**config.mk**
```make
export PLATFORM = sky130hd
export DESIGN_NAME = mvu_apb_cfg_master_flat
export DESIGN_NICKNAME = d
export VERILOG_FILES = /design/src/rtl/mvu_apb_cfg_master_pkg.sv /design/src/rtl/mvu_apb_cfg_master_if.sv /design/src/rtl/mvu_apb_req_fifo.sv /design/src/rtl/mvu_apb_cfg_master.sv /design/src/flat_wrapper.sv
export SDC_FILE = /design/constraint.sdc
export NUM_CORES = 1
export LEC_CHECK = 0
export CAP_MARGIN = 40
export CORE_ASPECT_RATIO = 1.2
export CORE_UTILIZATION = 35
export DETAILED_ROUTE_END_ITERATION = 7
export GPL_TIMING_DRIVEN = 0
export PLACE_DENSITY = 0.64
export SKIP_CTS_REPAIR_TIMING = 1
export SYNTH_ARGS = -nofsm -noshare
export SYNTH_HDL_FRONTEND = slang
export SYNTH_SLANG_ARGS = --single-unit
```
**constraint.sdc**
```tcl
create_clock -name clk -period 7.7 [get_ports clk]
set_input_delay 1.54 -clock clk [delete_from_list [all_inputs] [get_ports clk]]
set_output_delay 1.54 -clock clk [all_outputs]
set_load 0.005 [all_outputs]
```
**src/rtl/mvu_apb_cfg_master_pkg.sv**
```systemverilog
// Shared types for the MVU APB configuration master: bus widths, CSR offsets,
// queued request record and the initiator FSM state encoding.
package mvu_apb_cfg_master_pkg;

    localparam int APB_ADDR_WIDTH = 15;
    localparam int APB_DATA_WIDTH = 32;
    localparam int MVU_CSR_WIDTH  = 12;
    localparam int MVU_ID_WIDTH   = APB_ADDR_WIDTH - MVU_CSR_WIDTH;

    typedef enum logic [MVU_CSR_WIDTH-1:0] {
        CSR_MVUSTART    = 12'h000,
        CSR_MVUWBASEPTR = 12'h004,
        CSR_MVUQUANT    = 12'h020,
        CSR_MVUCOMMAND  = 12'h040
    } mvu_csr_t;

    typedef struct packed {
        logic                      write;
        logic [APB_ADDR_WIDTH-1:0] addr;
        logic [APB_DATA_WIDTH-1:0] wdata;
    } apb_req_t;

    typedef enum logic [1:0] {
        IDLE   = 2'd0,
        SETUP  = 2'd1,
        ACCESS = 2'd2
    } apb_mst_state_e;

    function automatic logic [APB_ADDR_WIDTH-1:0] mvu_csr_addr(
        input logic [MVU_ID_WIDTH-1:0] mvu_id,
        input mvu_csr_t                csr
    );
        return {mvu_id, csr};
    endfunction

endpackage

```
**src/rtl/mvu_apb_cfg_master_if.sv**
```systemverilog
// APB bus between the configuration master and the MVU CSR slave.
interface mvu_apb_cfg_master_if;
    import mvu_apb_cfg_master_pkg::*;

    logic [APB_ADDR_WIDTH-1:0] paddr;
    logic                      psel;
    logic                      penable;
    logic                      pwrite;
    logic [APB_DATA_WIDTH-1:0] pwdata;
    logic [APB_DATA_WIDTH-1:0] prdata;
    logic                      pready;
    logic                      pslverr;

    modport master (
        output paddr, psel, penable, pwrite, pwdata,
        input  prdata, pready, pslverr
    );

    modport slave (
        input  paddr, psel, penable, pwrite, pwdata,
        output prdata, pready, pslverr
    );

endinterface

```
**src/rtl/mvu_apb_req_fifo.sv**
```systemverilog
// Synchronous request queue of apb_req_t; pushes while full and pops while
// empty are ignored. DEPTH must be a power of two.
module mvu_apb_req_fifo
    import mvu_apb_cfg_master_pkg::*;
#(
    parameter int DEPTH = 4
) (
    input  logic     clk,
    input  logic     rst,
    input  logic     push,
    input  apb_req_t push_data,
    input  logic     pop,
    output apb_req_t pop_data,
    output logic     full,
    output logic     empty
);

    localparam int PW = $clog2(DEPTH);

    apb_req_t      mem [DEPTH];
    logic [PW:0]   wr_ptr;
    logic [PW:0]   rd_ptr;
    logic          do_push;
    logic          do_pop;

    // Extra pointer bit distinguishes full from empty when the indices match.
    assign empty   = (wr_ptr == rd_ptr);
    assign full    = (wr_ptr[PW] != rd_ptr[PW]) && (wr_ptr[PW-1:0] == rd_ptr[PW-1:0]);
    assign do_push = push && !full;
    assign do_pop  = pop && !empty;
    assign pop_data = mem[rd_ptr[PW-1:0]];

    always_ff @(posedge clk) begin
        if (do_push) begin
            mem[wr_ptr[PW-1:0]] <= push_data;
        end
    end

    always_ff @(posedge clk or posedge rst) begin
        if (rst) begin
            wr_ptr <= '0;
            rd_ptr <= '0;
        end else begin
            if (do_push) wr_ptr <= wr_ptr + 1'b1;
            if (do_pop)  rd_ptr <= rd_ptr + 1'b1;
        end
    end

endmodule

```
**src/rtl/mvu_apb_cfg_master.sv**
```systemverilog
// APB initiator draining a queue of CSR requests into the MVU CSR slave.
// Optional ACCESS-phase timeout enabled by defining MVU_APB_TIMEOUT_EN.
module mvu_apb_cfg_master
    import mvu_apb_cfg_master_pkg::*;
#(
    parameter int FIFO_DEPTH     = 4,
    parameter int TIMEOUT_CYCLES = 256
) (
    input  logic                      clk,
    input  logic                      rst,
    input  logic                      req_valid,
    output logic                      req_ready,
    input  logic                      req_write,
    input  logic [APB_ADDR_WIDTH-1:0] req_addr,
    input  logic [APB_DATA_WIDTH-1:0] req_wdata,
    output logic                      rsp_valid,
    output logic [APB_DATA_WIDTH-1:0] rsp_rdata,
    output logic                      rsp_err,
    output logic                      busy,
    mvu_apb_cfg_master_if.master      apb
);

    // state  | meaning
    // IDLE   | bus idle, waiting for a queued request
    // SETUP  | psel=1, penable=0, address phase
    // ACCESS | psel=1, penable=1, waiting for pready (or timeout)

    generate
        if (FIFO_DEPTH < 2 || (FIFO_DEPTH & (FIFO_DEPTH - 1)) != 0 || TIMEOUT_CYCLES < 1) begin : g_bad_param
            $error("mvu_apb_cfg_master: FIFO_DEPTH must be a power of 2 >= 2, TIMEOUT_CYCLES >= 1");
        end
    endgenerate

    apb_mst_state_e            state_q, state_d;
    apb_req_t                  head;
    logic                      fifo_full, fifo_empty, pop;
    logic                      xfer_done;
    logic [APB_ADDR_WIDTH-1:0] paddr_q;
    logic                      pwrite_q;
    logic [APB_DATA_WIDTH-1:0] pwdata_q;
    logic                      rsp_valid_d, rsp_err_d;
    logic [APB_DATA_WIDTH-1:0] rsp_rdata_d;

    mvu_apb_req_fifo #(.DEPTH(FIFO_DEPTH)) u_fifo (
        .clk       (clk),
        .rst       (rst),
        .push      (req_valid),
        .push_data ('{write: req_write, addr: req_addr, wdata: req_wdata}),
        .pop       (pop),
        .pop_data  (head),
        .full      (fifo_full),
        .empty     (fifo_empty)
    );

`ifdef MVU_APB_TIMEOUT_EN
    localparam int TW = (TIMEOUT_CYCLES > 1) ? $clog2(TIMEOUT_CYCLES) : 1;
    localparam logic [TW-1:0] TMO_LOAD = TW'(TIMEOUT_CYCLES - 1);
    logic [TW-1:0] tmo_cnt_q;

    // Loaded in SETUP so terminal count is reached on the TIMEOUT_CYCLES-th ACCESS cycle.
    always_ff @(posedge clk or posedge rst) begin
        if (rst) begin
            tmo_cnt_q <= '0;
        end else if (state_q == SETUP) begin
            tmo_cnt_q <= TMO_LOAD;
        end else if (state_q == ACCESS && tmo_cnt_q != '0) begin
            tmo_cnt_q <= tmo_cnt_q - 1'b1;
        end
    end
`endif

    always_comb begin
        state_d     = state_q;
        pop         = 1'b0;
        xfer_done   = 1'b0;
        rsp_valid_d = 1'b0;
        rsp_err_d   = 1'b0;
        rsp_rdata_d = '0;
        case (state_q)
            IDLE: begin
                if (!fifo_empty) begin
                    pop     = 1'b1;
                    state_d = SETUP;
                end
            end
            SETUP: state_d = ACCESS;
            ACCESS: begin
                if (apb.pready) begin
                    xfer_done   = 1'b1;
                    rsp_valid_d = 1'b1;
                    rsp_err_d   = apb.pslverr;
                    rsp_rdata_d = pwrite_q ? '0 : apb.prdata;
                end
`ifdef MVU_APB_TIMEOUT_EN
                else if (tmo_cnt_q == '0) begin
                    xfer_done   = 1'b1;
                    rsp_valid_d = 1'b1;
                    rsp_err_d   = 1'b1;
                end
`endif
                if (xfer_done) begin
                    if (!fifo_empty) begin
                        pop     = 1'b1;
                        state_d = SETUP;
                    end else begin
                        state_d = IDLE;
                    end
                end
            end
            default: state_d = IDLE;
        endcase
    end

    always_ff @(posedge clk or posedge rst) begin
        if (rst) begin
            state_q   <= IDLE;
            paddr_q   <= '0;
            pwrite_q  <= 1'b0;
            pwdata_q  <= '0;
            rsp_valid <= 1'b0;
            rsp_err   <= 1'b0;
            rsp_rdata <= '0;
        end else begin
            state_q   <= state_d;
            rsp_valid <= rsp_valid_d;
            rsp_err   <= rsp_err_d;
            rsp_rdata <= rsp_rdata_d;
            // Address-phase registers only change on a pop, so they hold through ACCESS.
            if (pop) begin
                paddr_q  <= head.addr;
                pwrite_q <= head.write;
                pwdata_q <= head.wdata;
            end
        end
    end

    assign apb.psel    = (state_q == SETUP) || (state_q == ACCESS);
    assign apb.penable = (state_q == ACCESS);
    assign apb.paddr   = paddr_q;
    assign apb.pwrite  = pwrite_q;
    assign apb.pwdata  = pwdata_q;

    assign req_ready = !fifo_full;
    assign busy      = (state_q != IDLE) || !fifo_empty;

endmodule

```
**src/flat_wrapper.sv**
```systemverilog
// flat-port wrapper written by rule: the top's interface ports become plain ports
module mvu_apb_cfg_master_flat import mvu_apb_cfg_master_pkg::*;
#(
    parameter int FIFO_DEPTH     = 4,
    parameter int TIMEOUT_CYCLES = 256
)
  (clk, rst, req_valid, req_ready, req_write, req_addr, req_wdata, rsp_valid, rsp_rdata, rsp_err, busy, apb_paddr, apb_psel, apb_penable, apb_pwrite, apb_pwdata, apb_prdata, apb_pready, apb_pslverr);
  mvu_apb_cfg_master_if apb_i ();
  input  logic clk;
  input  logic rst;
  input  logic req_valid;
  output logic req_ready;
  input  logic req_write;
  input  logic [APB_ADDR_WIDTH-1:0] req_addr;
  input  logic [APB_DATA_WIDTH-1:0] req_wdata;
  output logic rsp_valid;
  output logic [APB_DATA_WIDTH-1:0] rsp_rdata;
  output logic rsp_err;
  output logic busy;
  output wire logic [$bits(apb_i.paddr)-1:0] apb_paddr;
  output wire logic [$bits(apb_i.psel)-1:0] apb_psel;
  output wire logic [$bits(apb_i.penable)-1:0] apb_penable;
  output wire logic [$bits(apb_i.pwrite)-1:0] apb_pwrite;
  output wire logic [$bits(apb_i.pwdata)-1:0] apb_pwdata;
  input wire logic [$bits(apb_i.prdata)-1:0] apb_prdata;
  input wire logic [$bits(apb_i.pready)-1:0] apb_pready;
  input wire logic [$bits(apb_i.pslverr)-1:0] apb_pslverr;
  assign apb_paddr = apb_i.paddr;
  assign apb_psel = apb_i.psel;
  assign apb_penable = apb_i.penable;
  assign apb_pwrite = apb_i.pwrite;
  assign apb_pwdata = apb_i.pwdata;
  assign apb_i.prdata = apb_prdata;
  assign apb_i.pready = apb_pready;
  assign apb_i.pslverr = apb_pslverr;
  mvu_apb_cfg_master #(.FIFO_DEPTH(FIFO_DEPTH), .TIMEOUT_CYCLES(TIMEOUT_CYCLES)) u_core (.clk(clk), .rst(rst), .req_valid(req_valid), .req_ready(req_ready), .req_write(req_write), .req_addr(req_addr), .req_wdata(req_wdata), .rsp_valid(rsp_valid), .rsp_rdata(rsp_rdata), .rsp_err(rsp_err), .busy(busy), .apb(apb_i));
endmodule
```
==> flow_metrics.env, run 1 <==
export IMPL_leakagePower_nw=4.88
export IMPL_status="completed"
export IMPL_dieArea_um2=30300
export IMPL_synth_top_cell_by_area="edfxtp_1"
export IMPL_fmaxAchievable_mhz=254
export IMPL_groute_usage_overall_pct=14.1
export IMPL_numPortBuffers=170
export IMPL_fin_util_pct=46.9
export IMPL_rows=68
export IMPL_hold_class="flip-flop to flip-flop"
export IMPL_vias=5151
export IMPL_path_buf_inv=3
export IMPL_synth_area_leaders="edfxtp_1 56%, dfrtp_1 22%, mux4_2 10%"
export IMPL_grt_busiest_layer="met2"
export IMPL_syn_inst=478
export IMPL_start_util_pct=35.8
export IMPL_drive_above_1_share_pct=21.4
export IMPL_yosysWarnings=0
export IMPL_relSlewSlack_pct=44.9
export IMPL_routed_wirelength_mm=20.7
export IMPL_instances_no_fill=1092
export IMPL_finalCritPeriodShare_pct=51.1
export IMPL_total_power_mw=5.28
export IMPL_diodes=0
export IMPL_use_met1_pct=16.8
export IMPL_coreArea_um2=28900
export IMPL_drt_initial_drc_count=252
export IMPL_multi_input_area_um2=2220
export IMPL_end_kind="primary output"
export IMPL_seq_area_frac_synth_pct=77.5
export IMPL_die_w_um=159
export IMPL_via_per_inst=4.72
export IMPL_critPathMaxFanout=10
export IMPL_hold_ws_ns=0.486
export IMPL_rsz0062_at_grt="false"
export IMPL_place_hpwl_mm=12.9
export IMPL_cp_arrival_ns=2.39
export IMPL_gp_congestion=0.812
export IMPL_grt_max_degree=50
export IMPL_syn2layout_area_growth_pct=30.9
export IMPL_fin_nets=777
export IMPL_placedCellCount=1036
export IMPL_cts_tree="yes"
export IMPL_use_met3_pct=3.70
export IMPL_worst_pin_slew_ns=0.827
export IMPL_slew_violations=0
export IMPL_die_h_um=190
export IMPL_syn_nets=572
export IMPL_crit_family="buffers and inverters"
export IMPL_ctsLongestPathBuffers=3
export IMPL_antenna_found_initial=0
export IMPL_clock_root_buffer="clkbuf_16"
export IMPL_use_met2_pct=25.3
export IMPL_setup_tns_ns=0
export IMPL_ys_ff_latch=282
export IMPL_worst_skew_pair_late_latency_ns=0.54
export IMPL_cts_sinks=282
export IMPL_post_route_min_period_ns=3.93
export IMPL_wl_per_cell_um=18.9
export IMPL_worst_path_max_delay_cell="clkdlybuf4s50_1"
export IMPL_syn_area_per_cell_um2=21.7
export IMPL_reg2reg_slack_ns=5.25
export IMPL_drc=0
export IMPL_fill_cells=2446
export IMPL_critical_path_startpoint_type="flip-flop"
export IMPL_netlist_area_um2=10300
export IMPL_grt_pass1_wl_mm=32.9
export IMPL_drtAntennaViolNets=0
export IMPL_finalWorstSetupSlack_ns=3.77
export IMPL_h_tree_depth=1
export IMPL_synth_top_cell_area_share_pct=55.7
export IMPL_hold_viol=0
export IMPL_grt_pass1_vias=5795
export IMPL_pwr_density_cell_nw_per_um2=389
export IMPL_fin_area_um2=13600
export IMPL_gr_total_overflow=0
export IMPL_setup_viol=0
export IMPL_vdd_drop_max_v=0.000227
export IMPL_clkTransAtPathRegs_ns=0.06
export IMPL_placed_cell_area_um2=12600
export IMPL_fin_skew_ns=0.00810
export IMPL_cts_made_buffers=30
export IMPL_path_cells="buf_2 > buf_4 > xor2_1 > nor3_1 > nand2_1 > clkdlybuf4s50_1"
export IMPL_max_cap_violations=0
export IMPL_place_ws_ns=4.22
export IMPL_ff_latch_area_um2=8020
export IMPL_yosys_cell_types_count=26
export IMPL_cp_slowest_stage_delay_ns=0.47
export IMPL_worstPathRequired_ns=6.16
export IMPL_path_class="flip-flop to primary output"
export IMPL_first_pass_iters=4
export IMPL_ioPinCount=171
[layout by cell type (no fill, tap or decap), types with 6 or more instances in the layout]
| cell | instances |
|---|---|
| dfrtp_1 | 90 |
| mux2_1 | 13 |
| clkbuf_1 | 19 |
| buf_2 | 7 |
| ha_1 | 9 |
| mux4_2 | 48 |
| clkdlybuf4s50_1 | 170 |
| xor2_1 | 6 |
| and2_1 | 33 |
| clkbuf_16 | 31 |
| mux2_2 | 38 |
| edfxtp_1 | 192 |
| inv_1 | 6 |
| buf_4 | 7 |
[cell type report]
class                      instances  share of cell area [%]
buffer                            20                   0.812
clock buffer                      48                    6.49
clock inverter                     8                   0.295
inverter                           7                   0.212
multi-input combinational        169                    16.4
sequential                       282                    59.2
tap                              385                    3.55
timing repair buffer             173                    13.1
[registers in the layout, summed over array words and instances, names as in the netlist]
name	flops
u_core.apb.pwrite	1
u_core.rsp_err	1
u_core.apb.pwdata	32
u_core.state_q	2
u_core.u_fifo.mem	192
u_core.u_fifo.wr_ptr	3
u_core.apb.paddr	15
u_core.rsp_rdata	32
u_core.u_fifo.rd_ptr	3
u_core.rsp_valid	1
[cells in the mapped netlist]
cell and n:
edfxtp_1 192, dfrtp_1 90, mux4_2 48, mux2_2 38, and2_1 36, mux2_1 13, ha_1 9, buf_2 7
buf_4 7, inv_1 7, clkbuf_1 6, xor2_1 6, a21oi_1 2, nand2_1 2, nor2b_1 2, xnor2_1 2
xnor2_2 2, a311oi_1 1, a31oi_1 1, a31oi_2 1, a41oi_1 1, and3_1 1, nand3_1 1, nor3_1 1
o31a_1 1, o32ai_1 1
[where the power goes]
| part | internal [mW] | leakage, nW | switching [mW] |
|---|---|---|---|
| sequential | 2.07 | 2.89 | 0.144 |
| combinational | 0.966 | 1.54 | 0.776 |
| clock | 0.777 | 0.451 | 0.544 |
[worst paths after layout]
path | from | depth (start not counted) | to
worst max-delay path | u_core.u_fifo.rd_ptr[0] | 6 | busy
worst min-delay path | u_core.apb.pwdata[7] | 1 | u_core.apb.pwdata[7]
worst max register to register | u_core.u_fifo.rd_ptr[0] | 5 | u_core.u_fifo.mem[2][29]
worst min register to register | u_core.apb.pwdata[7] | 1 | u_core.apb.pwdata[7]
max in group asynchronous | rst | 3 | u_core.apb.pwdata[29]
min in group asynchronous | rst | 2 | u_core.rsp_rdata[2]
[metal layers]
layer | vias to the layer above | part of all wire (%)
li1 | 2277 | -
met1 | 2663 | 40
met2 | 185 | 52
met3 | 26 | 7.0
met4 | 0 | 1.3
met5 | - | 0
[logic make-up (layout without fill, tap and decap cells)]
group | Yosys count | after routing | synth area share [%]
xor gates and xnor gates | 10 | 10 | 0.991
DFF | 282 | 282 | 77.5
adders and majority gates | 9 | 9 | 1.09
AOI/OAI and AO/OA | 8 | 8 | 0.617
buffers and inverters | 27 | 256 | 1.32
muxes | 99 | 99 | 16.0
and+or+nand+nor | 43 | 43 | 2.53
(Power assumes the default switching activity.)
==> inputs of run 2 (changes only) <==
==> constraint.sdc (replaced) <==
create_clock -name clk -period 3.9 [get_ports clk]
set_input_delay 0.78 -clock clk [delete_from_list [all_inputs] [get_ports clk]]
set_output_delay 0.78 -clock clk [all_outputs]
set_load 0.005 [all_outputs]
==> flow_metrics.env, run 2 (synthesis gave the netlist of run 1 again) <==
export IMPL_via_per_inst=4.71
export IMPL_rsz0062_at_grt="false"
export IMPL_grt_pass1_wl_mm=33.4
export IMPL_setup_tns_ns=0
export IMPL_fill_cells=2403
export IMPL_critPathMaxFanout=10
export IMPL_dieArea_um2=30300
export IMPL_vias=5139
export IMPL_critical_path_startpoint_type="flip-flop"
export IMPL_hold_class="flip-flop to flip-flop"
export IMPL_pwr_density_cell_nw_per_um2=788
export IMPL_h_tree_depth=1
export IMPL_cp_arrival_ns=2.37
export IMPL_wl_per_cell_um=19.5
export IMPL_grt_max_degree=60
export IMPL_leakagePower_nw=4.94
export IMPL_slew_violations=0
export IMPL_drive_above_1_share_pct=23.0
export IMPL_cp_slowest_stage_delay_ns=0.48
export IMPL_coreArea_um2=28900
export IMPL_met3WireLength_mm=1.29
export IMPL_rows=68
export IMPL_clock_root_buffer="clkbuf_16"
export IMPL_met2WireLength_mm=10.9
export IMPL_gp_congestion=0.862
export IMPL_worstPathRequired_ns=3.12
export IMPL_fin_nets=776
export IMPL_drt_initial_drc_count=243
export IMPL_top_layer_used="met4"
export IMPL_layout_commonest_cell="edfxtp_1"
export IMPL_wl_met1_mm=8.69
export IMPL_drc=0
export IMPL_cts_made_buffers=29
export IMPL_syn2layout_area_growth_pct=32.1
export IMPL_path_buf_inv=3
export IMPL_place_hpwl_mm=13.1
export IMPL_path_class="flip-flop to primary output"
export IMPL_crit_family="buffers and inverters"
export IMPL_antenna_found_initial=0
export IMPL_ctsLongestPathBuffers=3
export IMPL_die_h_um=190
export IMPL_vdd_drop_max_v=0.000443
export IMPL_setup_viol=0
export IMPL_numPortBuffers=170
export IMPL_worst_skew_pair_late_latency_ns=0.55
export IMPL_finalCritPeriodShare_pct=80.8
export IMPL_groute_usage_overall_pct=14.4
export IMPL_start_util_pct=35.8
export IMPL_cts_sinks=282
export IMPL_gr_total_overflow=0
export IMPL_status="completed"
export IMPL_worst_pin_slew_ns=0.844
export IMPL_clkTransAtPathRegs_ns=0.06
export IMPL_fmaxAchievable_mhz=317
export IMPL_worst_path_max_delay_cell="clkdlybuf4s50_1"
export IMPL_grt_pass1_vias=5827
export IMPL_fin_skew_ns=0.0216
export IMPL_diodes=0
export IMPL_largest_reg_flops=192
export IMPL_routed_wirelength_mm=21.3
export IMPL_relSlewSlack_pct=43.8
export IMPL_end_kind="primary output"
export IMPL_hold_viol=0
export IMPL_fin_area_um2=13700
export IMPL_first_pass_iters=4
export IMPL_post_route_min_period_ns=3.15
export IMPL_die_w_um=159
export IMPL_drtAntennaViolNets=0
export IMPL_ioPinCount=171
export IMPL_max_cap_violations=0
export IMPL_placed_cell_area_um2=12600
export IMPL_layout_common_cells="192 x edfxtp_1, 170 x clkdlybuf4s50_1, 90 x dfrtp_1"
export IMPL_cts_tree="yes"
export IMPL_path_cells="buf_2 > buf_4 > xor2_1 > nor3_1 > nand2_1 > clkdlybuf4s50_1"
## run 2: cell types whose count changed in the layout (fill, tap and decap cells not counted), sizes merged
cell      delta
inv          +3
clkinvlp     +2
clkbuf      -10
clkinv       -1
bufinv       +4
## run 2: report_power, final
group,total (mW),switching [mW],internal (mW)
sequential,4.38,0.291,4.08
combinational,3.46,1.55,1.91
clock,2.94,1.15,1.79
total,10.8,2.99,7.78
## run 2: cell type report
class	count	area, µm²	share of cell area, %
plain buffers	20	110	0.805
clock buffers	38	842	6.16
clock inverters	16	199	1.45
inverters	7	28.8	0.210
multi-input cells	169	2220	16.2
flip-flops and latches	282	8020	58.6
well taps	385	482	3.52
repair buffers	173	1780	13.0
## run 2: final timing paths
check / start / end / slack [ns] / cells after the start
max: u_core.u_fifo.rd_ptr[0] / busy / 0.75 / 6
min: u_core.apb.pwdata[4] / u_core.apb.pwdata[4] / 0.49 / 1
max reg2reg: u_core.u_fifo.rd_ptr[0] / u_core.u_fifo.mem[2][19] / 1.42 / 5
min reg2reg: u_core.apb.pwdata[4] / u_core.apb.pwdata[4] / 0.49 / 1
max in group asynchronous: rst / u_core.apb.pwdata[3] / 2.55 / 3
min in group asynchronous: rst / u_core.rsp_rdata[28] / 0.66 / 2
## run 2: per-layer routing
metal	vias up	global-route usage (%)
met2	173	25.9
met1	2652	17.4
met3	32	3.41
li1	2282	-
met4	0	3.37
met5	-	0
## run 2: per-stage QoR
stage / hold WS, ns / std cells / utilization, % / total power [mW] / setup slack, ns
3_3_place_gp: 0.472 / 1033 / 43.3 / 7.84 / -1.07
2_1_floorplan: 0.483 / 478 / - / 6.48 / 0.785
3_5_place_dp: 0.479 / 1036 / 43.7 / 8.01 / 1.08
4_1_cts: 0.495 / 1090 / 47.3 / 11.0 / 0.680
5_1_grt: 0.515 / 1090 / 47.3 / 11.4 / 0.565
6_report: 0.489 / 1090 / 47.3 / 10.8 / 0.749
==> inputs of run 3 (changes only) <==
==> constraint.sdc (replaced) <==
create_clock -name clk -period 3.3 [get_ports clk]
set_input_delay 0.66 -clock clk [delete_from_list [all_inputs] [get_ports clk]]
set_output_delay 0.66 -clock clk [all_outputs]
set_load 0.005 [all_outputs]
==> results of run 3 <==
The final DEF is identical to that of run 2. Status: completed.
Among the figures that moved: setup slack after placement 1.08 ns -> 0.599 ns; setup slack after layout 0.749 ns -> 0.269 ns; register-to-register setup slack 1.42 ns -> 0.82 ns; total power 10.8 mW -> 12.7 mW; worst IR drop on VDD 0.000443 V -> 0.000524 V
